==> src/rtl/cpu_hazard_pkg.sv <==
// Shared definitions for the hazard-detection and forwarding logic:
// FSM state encoding, zero-register index, default memory timeout and
// the load-use hazard predicate.
package cpu_hazard_pkg;

    typedef enum logic [1:0] {
        RUN      = 2'd0,
        MEM_WAIT = 2'd1,
        TIMEOUT  = 2'd2
    } hazard_state_e;

    // X31 is the zero register: writes to it are discarded, so it never
    // creates a real data dependency.
    localparam logic [4:0] XZR = 5'd31;

    localparam int MEM_TIMEOUT_DEFAULT = 15;

    // True when the load in EX produces a register the ID instruction reads.
    function automatic logic load_use_hazard(
        input logic [4:0] aa_id,
        input logic [4:0] ab_id,
        input logic       use_a_id,
        input logic       use_b_id,
        input logic [4:0] aw_ex,
        input logic       mem_read_ex,
        input logic       reg_write_ex
    );
        logic match_a;
        logic match_b;
        match_a = use_a_id && (aa_id == aw_ex);
        match_b = use_b_id && (ab_id == aw_ex);
        return mem_read_ex && reg_write_ex && (aw_ex != XZR) && (match_a || match_b);
    endfunction

endpackage

==> src/rtl/sat_counter.sv <==
// Saturating up-counter used for the hazard performance counters.
// Stops at all-ones instead of wrapping.
module sat_counter #(
    parameter int width = 16
) (
    input  logic             clk,
    input  logic             reset,
    input  logic             inc,
    output logic [width-1:0] count
);

    logic [width-1:0] count_q;
    logic [width-1:0] count_d;

    // Next value: increment unless already saturated.
    always_comb begin
        count_d = count_q;
        if (inc && (count_q != {width{1'b1}})) begin
            count_d = count_q + width'(1);
        end
    end

    // Count register, cleared asynchronously by reset.
    always_ff @(posedge clk or posedge reset) begin
        if (reset) begin
            count_q <= '0;
        end else begin
            count_q <= count_d;
        end
    end

    assign count = count_q;

endmodule

==> src/rtl/hazard_stall_unit.sv <==
// Pipeline hazard/stall controller: load-use bubbles, taken-branch
// flushes and whole-pipeline freezes while data memory is busy, with a
// sticky timeout if memory never answers. Controls are combinational
// from state and inputs; three saturating counters track each event.
//
// Handshake: the memory access is a req/ready pair. memReqMEM=1 with
// memReadyMEM=0 means "not done yet" and freezes the pipe; the cycle
// where memReadyMEM=1 completes the access and the pipe moves that
// same cycle.
module hazard_stall_unit
    import cpu_hazard_pkg::*;
#(
    parameter int CNT_W       = 16,
    parameter int MEM_TIMEOUT = MEM_TIMEOUT_DEFAULT
) (
    input  logic             clk,
    input  logic             reset,
    input  logic [4:0]       AaID,
    input  logic [4:0]       AbID,
    input  logic             useAID,
    input  logic             useBID,
    input  logic [4:0]       AwEX,
    input  logic             memReadEX,
    input  logic             regWriteEX,
    input  logic             branchTakenEX,
    input  logic             memReqMEM,
    input  logic             memReadyMEM,
    output logic             pcWrite,
    output logic             ifidWrite,
    output logic             idexBubble,
    output logic             ifidFlush,
    output logic             idexFlush,
    output logic             pipeFreeze,
    output logic             memTimeout,
    output logic [CNT_W-1:0] loadStallCnt,
    output logic [CNT_W-1:0] flushCnt,
    output logic [CNT_W-1:0] memWaitCnt,
    output hazard_state_e    state_o
);

    localparam int WAIT_W = (MEM_TIMEOUT < 1) ? 1 : $clog2(MEM_TIMEOUT + 1);

    hazard_state_e     state_q;
    hazard_state_e     state_d;
    logic [WAIT_W-1:0] wait_q;
    logic [WAIT_W-1:0] wait_d;
    logic [WAIT_W-1:0] wait_inc;

    logic hazard;
    logic freeze;
    logic evaluate;

    assign hazard = load_use_hazard(AaID, AbID, useAID, useBID,
                                    AwEX, memReadEX, regWriteEX);
    assign wait_inc = wait_q + WAIT_W'(1);

    // Next-state and control outputs. A freeze suppresses branch and
    // hazard handling; the held EX instruction is judged again once the
    // freeze lifts. Reset forces the idle control pattern.
    always_comb begin
        state_d    = state_q;
        wait_d     = wait_q;
        freeze     = 1'b0;
        evaluate   = 1'b0;
        pcWrite    = 1'b1;
        ifidWrite  = 1'b1;
        idexBubble = 1'b0;
        ifidFlush  = 1'b0;
        idexFlush  = 1'b0;
        pipeFreeze = 1'b0;
        memTimeout = 1'b0;

        if (!reset) begin
            unique case (state_q)
                RUN: begin
                    if (memReqMEM && !memReadyMEM) begin
                        freeze  = 1'b1;
                        state_d = MEM_WAIT;
                        wait_d  = '0;
                    end else begin
                        evaluate = 1'b1;
                    end
                end
                MEM_WAIT: begin
                    if (!memReadyMEM) begin
                        freeze = 1'b1;
                        if (wait_inc == WAIT_W'(MEM_TIMEOUT)) begin
                            state_d = TIMEOUT;
                        end else begin
                            wait_d = wait_inc;
                        end
                    end else begin
                        evaluate = 1'b1;
                        state_d  = RUN;
                    end
                end
                TIMEOUT: begin
                    freeze     = 1'b1;
                    memTimeout = 1'b1;
                end
                default: begin
                    state_d = RUN;
                end
            endcase

            if (freeze) begin
                pipeFreeze = 1'b1;
                pcWrite    = 1'b0;
                ifidWrite  = 1'b0;
            end else if (evaluate) begin
                if (branchTakenEX) begin
                    // Flush outranks the bubble: the dependent instruction
                    // is on the wrong path anyway.
                    ifidFlush = 1'b1;
                    idexFlush = 1'b1;
                end else if (hazard) begin
                    pcWrite    = 1'b0;
                    ifidWrite  = 1'b0;
                    idexBubble = 1'b1;
                end
            end
        end
    end

    // State and wait-counter registers.
    always_ff @(posedge clk or posedge reset) begin
        if (reset) begin
            state_q <= RUN;
            wait_q  <= '0;
        end else begin
            state_q <= state_d;
            wait_q  <= wait_d;
        end
    end

    assign state_o = state_q;

    sat_counter #(.width(CNT_W)) u_load_stall_cnt (
        .clk   (clk),
        .reset (reset),
        .inc   (idexBubble),
        .count (loadStallCnt)
    );

    sat_counter #(.width(CNT_W)) u_flush_cnt (
        .clk   (clk),
        .reset (reset),
        .inc   (ifidFlush),
        .count (flushCnt)
    );

    sat_counter #(.width(CNT_W)) u_mem_wait_cnt (
        .clk   (clk),
        .reset (reset),
        .inc   (pipeFreeze),
        .count (memWaitCnt)
    );

endmodule

==> config.mk <==
export PLATFORM = sky130hd
export DESIGN_NAME = hazard_stall_unit
export DESIGN_NICKNAME = d
export VERILOG_FILES = /design/src/rtl/cpu_hazard_pkg.sv /design/src/rtl/sat_counter.sv /design/src/rtl/hazard_stall_unit.sv
export SDC_FILE = /design/constraint.sdc
export NUM_CORES = 1
export LEC_CHECK = 0
export ABC_AREA = 1
export BUFFER_PORTS_ARGS = -buffer_cell sky130_fd_sc_hd__buf_2
export CORE_ASPECT_RATIO = 0.8
export CORE_MARGIN = 2
export CORE_UTILIZATION = 27
export CTS_CLUSTER_DIAMETER = 120
export CTS_CLUSTER_SIZE = 12
export DETAILED_ROUTE_END_ITERATION = 10
export SYNTH_ARGS = -nofsm -noshare
export SYNTH_HDL_FRONTEND = slang
export SYNTH_SLANG_ARGS = --single-unit
==> constraint.sdc <==
create_clock -name clk -period 1.9 [get_ports clk]
set_input_delay 0 -clock clk [delete_from_list [all_inputs] [get_ports clk]]
set_output_delay 0 -clock clk [all_outputs]
set_load 0.01 [all_outputs]
-- Word-level counts from Yosys, hierarchy flattened
Index checks and enable logic that the tools add are counted.
- bits in registers: 54
- input bits: 24
- output and inout bits: 57
- word-level logic and storage cells: 73
- $add $sub $neg: 4
- equal/unequal tests: 13
- multiplexer cells: 34
- bitwise operators: 2
- reductions and logical operators: 15
- operators by type and width (kind ; number):
    $add 16x1->16 const B ; 3
    $ne 16x16->1 const B ; 3
    $mux 1 ; 24
    $mux 4 ; 3
    $eq 5x5->1 ; 2
    $logic_and 1x1->1 ; 9
    $pmux 4 s2 ; 1
    $mux 2 ; 3
    $ne 2x2->1 const B ; 3
    $pmux 2 s3 ; 1
    $ne 5x5->1 const B ; 1
    $reduce_and 5->1 ; 1
    $add 4x1->4 const B ; 1
    $eq 4x4->1 const B ; 1
    $reduce_and 4->1 ; 1
    $ne 3x3->1 const B ; 1
    $pmux 1 s3 ; 1
    $eq 2x1->1 const B ; 1
    $eq 2x2->1 const B ; 1
    $logic_not 2->1 ; 1
    $not 1->1 ; 2
    $pmux 1 s2 ; 1
    $reduce_bool 2->1 ; 1
    $logic_not 1->1 ; 1
    $logic_or 1x1->1 ; 1

-- Logic depth before layout (Yosys ltp)
- depth after elaboration: 10
- depth in mapped cells: 12
- depth with buffers taken out: 11

-- Hierarchy
From an unflattened synthesis, not the netlist that was laid out.
- cells, all modules: 576
- area total of the unflattened synthesis: 3907.5 µm²
- by module, submodules not included (module ; instances ; cells each ; area each (µm²) ; seq. area each (µm²)):
    sat_counter ; 3 ; 150 ; 1069.8 ; 400.4
    hazard_stall_unit ; 1 ; 126 ; 698.2 ; 150.1

-- Worst setup path after synthesis
OpenSTA, ideal clock, no wires.
- kind: input to register
- start: input reset
- end: register u_flush_cnt.count_q[2], in the netlist u_flush_cnt.count[2]
- arrival: 2.010 ns
- required time: 1.778 ns
- setup slack: -0.232 ns
- cell stages on the path: 6
- path buffers: 1
- cell sequence: inv_1 > nand3_2 > nor2_2 > buf_6 > nand2_1 > xor2_1
- cells in the longest elaborated chain, start to end: 2
- ends and longest elaborated chain (item ; line ; source):
    start: declaration ; hazard_stall_unit.sv:17 ; input logic reset,
    $mux 1 ; hazard_stall_unit.sv:73 ; if (!reset) begin
    $logic_and 1x1->1 ; sat_counter.sv:18 ; if (inc && (count_q != {width{1'b1}})) begin
    end signal: assignment ; sat_counter.sv:28 ; count_q <= count_d;
    end: declaration ; sat_counter.sv:12 ; logic [width-1:0] count_q;
Every way passes these cells.
A chain may end at the register's enable or synchronous reset.

-- Worst setup path after layout
- start: register u_flush_cnt.count_q[0], in the netlist u_flush_cnt.count[0]
- end: register u_flush_cnt.count_q[9], in the netlist u_flush_cnt.count[9]
- cells in the longest elaborated chain, start to end: 2
- elaborated cells on any way between the ends: 3
- classes of those cells: 1 x add/sub; 1 x eq/ne; 1 x reduce/logical
- ends and longest elaborated chain (item):
    branches (longest 2 deep; another with $add 16x1->16)
Several ways; the timed one is not identified.

==> results.md <==
- Clock Skew: 0.00746 ns
- Critical setup path kind: flip-flop to flip-flop
- Setup WS post-layout: 0.152 ns
- FFs w/ async S/R, synth: 100%
- Total congestion overflow: 0
- Cts bufs inserted: 5
- Number of fillers in the final layout: 1304
- Synth Area in Compound Gates: 4.18%
- Crit path capture: u_flush_cnt.count[9]$_DFFE_PP0P_
- Clock root buffer: clkbuf_16
- Slew margin rel.: 71.1%
- DP Worst Slack: 0.155 ns
- Port buffer count: 80
- Cell Area, Placed: 0.00397 mm^2
- Detail Route Antenna Nets: 0
- Die Area: 0.0132 mm^2
- Crit path from: u_flush_cnt.count[0]$_DFFE_PP0P_
- Metal2 WL: 3640 um
- LEAKAGE: 2.23 nW
- Setup bufs post-CTS: 0
- Clk_lat worst skew: 0.29 ns
- Main synth FF type: dfrtp_1
- Post-route minimum period: 1.75 ns
- Worst endpoint data arrival time: 1.96 ns
- Critical path peak fanout: 5
- Initial antenna violation count: 0
- Most instantiated library cell after synthesis: nand2_1
- CTS Buffer Depth: 2
- Synth-to-layout area growth: 25.5%
- Fin crit share: 92.0%
- Maxcap violations: 0
- Post-Synth XOR/XNOR Area: 7.39%
- Adder-cell share of the synthesized area: 1.88%
- Synth area leaders: dfrtp_1, nand2_1, inv_1
- Largest family of logic cells by synthesized area: simple AND/OR/NAND/NOR gates
- Reg2reg setup slack: 0.15 ns
- I/O Pins: 81
- Cell Pwr Density: 681 mW/mm^2
- Crit. End Element: flip-flop
- Cell accounting for the most synthesized area: dfrtp_1
- # setup viols final: 0
- Met3 Wirelength: 311 um
- Highest layer used for signal routing: met4
- Setup TNS: 0 ns
- Pin count of the biggest net entering global routing: 33
- Detail Placement HPWL: 6310 um
- Reg-to-reg endpoint: u_flush_cnt.count[9]$_DFFE_PP0P_
- Reg2reg path depth: 9
- Placer Congestion: 0.836
- Post-synthesis cell count: 458
- Synth Area in Simple Gates: 35.7%
- WHS: 0.201 ns
- EDFF count, synth: 0
- VDD IR max: 0.489 mV
- Tot GR Track Use: 12.6%
- Vias in the first global route: 2928
- H-tree levels: 2
- HP Class: input port to flip-flop
- Cell Area, Synth: 0.00332 mm^2
- Die X: 128 um
- TritonCTS clock tree: yes
- Clock-pin slew on the worst setup and hold paths: 0.07 ns
- Die height: 103 um
- Mux share of post-synthesis cell area: 0%
- CORE AREA: 0.0121 mm^2
- Synth warnings: 0
- Status: completed
- Clock Sink Count: 54
- Ratio of cells with drive above 1 in the final layout: 23.5%
- Yosys top cell area share: 40.7%
- Slew Limit Fails: 0
- Fin nets: 582
- Worst r2r src: u_flush_cnt.count[0]$_DFFE_PP0P_
- Most frequent cells after synthesis: nand2_1, inv_1, dfrtp_1
- RSZ-0062 raised after global routing: false
- DRC: 0
- Critical path launch point type: flip-flop
- Post-synthesis sequential area ratio: 40.7%
- Drt pass-1 iters: 4
- Initial DRC count: 140
- Routed wire length: 8050 um
- M1 WL: 4040 um
- Std-Cell Rows: 36
- Drt via density: 4.38
- Syn Nets: 487
- Library cells used by synthesis: 28
- Starting Density: 27.5%
- Wirelength per Cell: 11.4 um
- Final Core Density: 34.5%
- Endpoints failing hold: 0
- First-pass GRT wire length: 13600 um
- Via count: 3090
- Syn Area/Cell: 7.25 um^2
- Flops & latches, synth: 54
- Fmax: 0.572 GHz
- Final instance area: 0.00417 mm^2
- CP required: 2.11 ns
- Diodes inserted: 0
- Slew @ Worst Pin: 0.434 ns
[placed cells by master (no fill, tap or decap), types with 2 or more instances in the layout]
cell	instances
nor4_1	2
o21ai_0	12
o21ai_1	6
nand2_1	150
xnor2_1	12
clkbuf_16	5
inv_1	71
nand3b_1	3
ha_1	4
buf_2	80
buf_4	13
dfrtp_1	53
clkbuf_1	2
nand4_1	7
xor2_1	16
nor2_1	29
or2_2	2
nor3_1	13
nand3_2	2
nand2_2	7
inv_2	2
nand3_1	36
nor2_2	6
a21oi_1	5
nor2_4	5
[state kept, by name, indices dropped and copies added, names as in the netlist]
signal / flops
wait_q: 4
u_flush_cnt.count: 16
u_load_stall_cnt.count: 16
state_o: 2
u_mem_wait_cnt.count: 16
[kinds of logic after synthesis]
group / Yosys count
adder cells (fa/ha/maj): 5
AO/OA/AOI/OAI: 25
XOR/XNOR: 28
flip-flops: 54
AND/OR/NAND/NOR: 265
buffers and inverters: 81
[report_power, final]
group | internal, W | switching, W | total [W] | leakage (nW)
combinational | 0.000184 | 0.000269 | 0.000453 | 1.45
clock | 0.000624 | 0.000405 | 0.00103 | 0.0781
sequential | 0.00124 | 0.000120 | 0.00136 | 0.699
[final cells by class]
| type | instances | area (um^2) | share of cell area [%] |
|---|---|---|---|
| repair buffers | 95 | 528 | 12.7 |
| multi-input cells | 323 | 1650 | 39.6 |
| flip-flops and latches | 54 | 1350 | 32.5 |
| well taps | 152 | 190 | 4.56 |
| clock inverters | 1 | 30.0 | 0.721 |
| clock buffers | 7 | 133 | 3.18 |
| inverters | 74 | 282 | 6.76 |
[through the flow]
stage | total power (W) | std cells
finish | 0.00284 | 706
global placement | 0.00181 | 697
floorplan | 0.00164 | 458
CTS | 0.00288 | 706
global route | 0.00301 | 706
detailed placement | 0.00183 | 697
[how the worst min path moves through the flow]
stage / start / to / depth (start not counted)
after floorplan: reset / pipeFreeze / 1
after global placement: reset / wait_q[2]$_DFFE_PP0P_ / 3
after detailed placement: reset / wait_q[2]$_DFFE_PP0P_ / 3
after CTS: memReadyMEM / state_o[1]$_DFFE_PP0P_ / 4
after global routing: branchTakenEX / u_flush_cnt.count[12]$_DFFE_PP0P_ / 5
final: branchTakenEX / u_flush_cnt.count[12]$_DFFE_PP0P_ / 5
[layer usage]
metal	global-route usage, %	up-vias
met5	0	-
met4	2.20	0
met3	2.47	4
met2	21.9	63
met1	16.7	1422
li1	-	1601
[worst max-delay path, cell delays in order (launching register included)]
cell	delay [ns]
dfrtp_1	0.41
ha_1	0.25
inv_1	0.06
nor2_1	0.10
nand2_1	0.08
nor3_1	0.29
nor2_4	0.09
buf_4	0.17
nand3b_1	0.10
xnor2_1	0.12
[what timing repair did]
action	CTS	global route
setup endpoints to repair	0	10
resized for setup	0	8
endpoints found under the hold margin	54	0
hold buffers	1	0
Power figures use the tool's default switching activity.
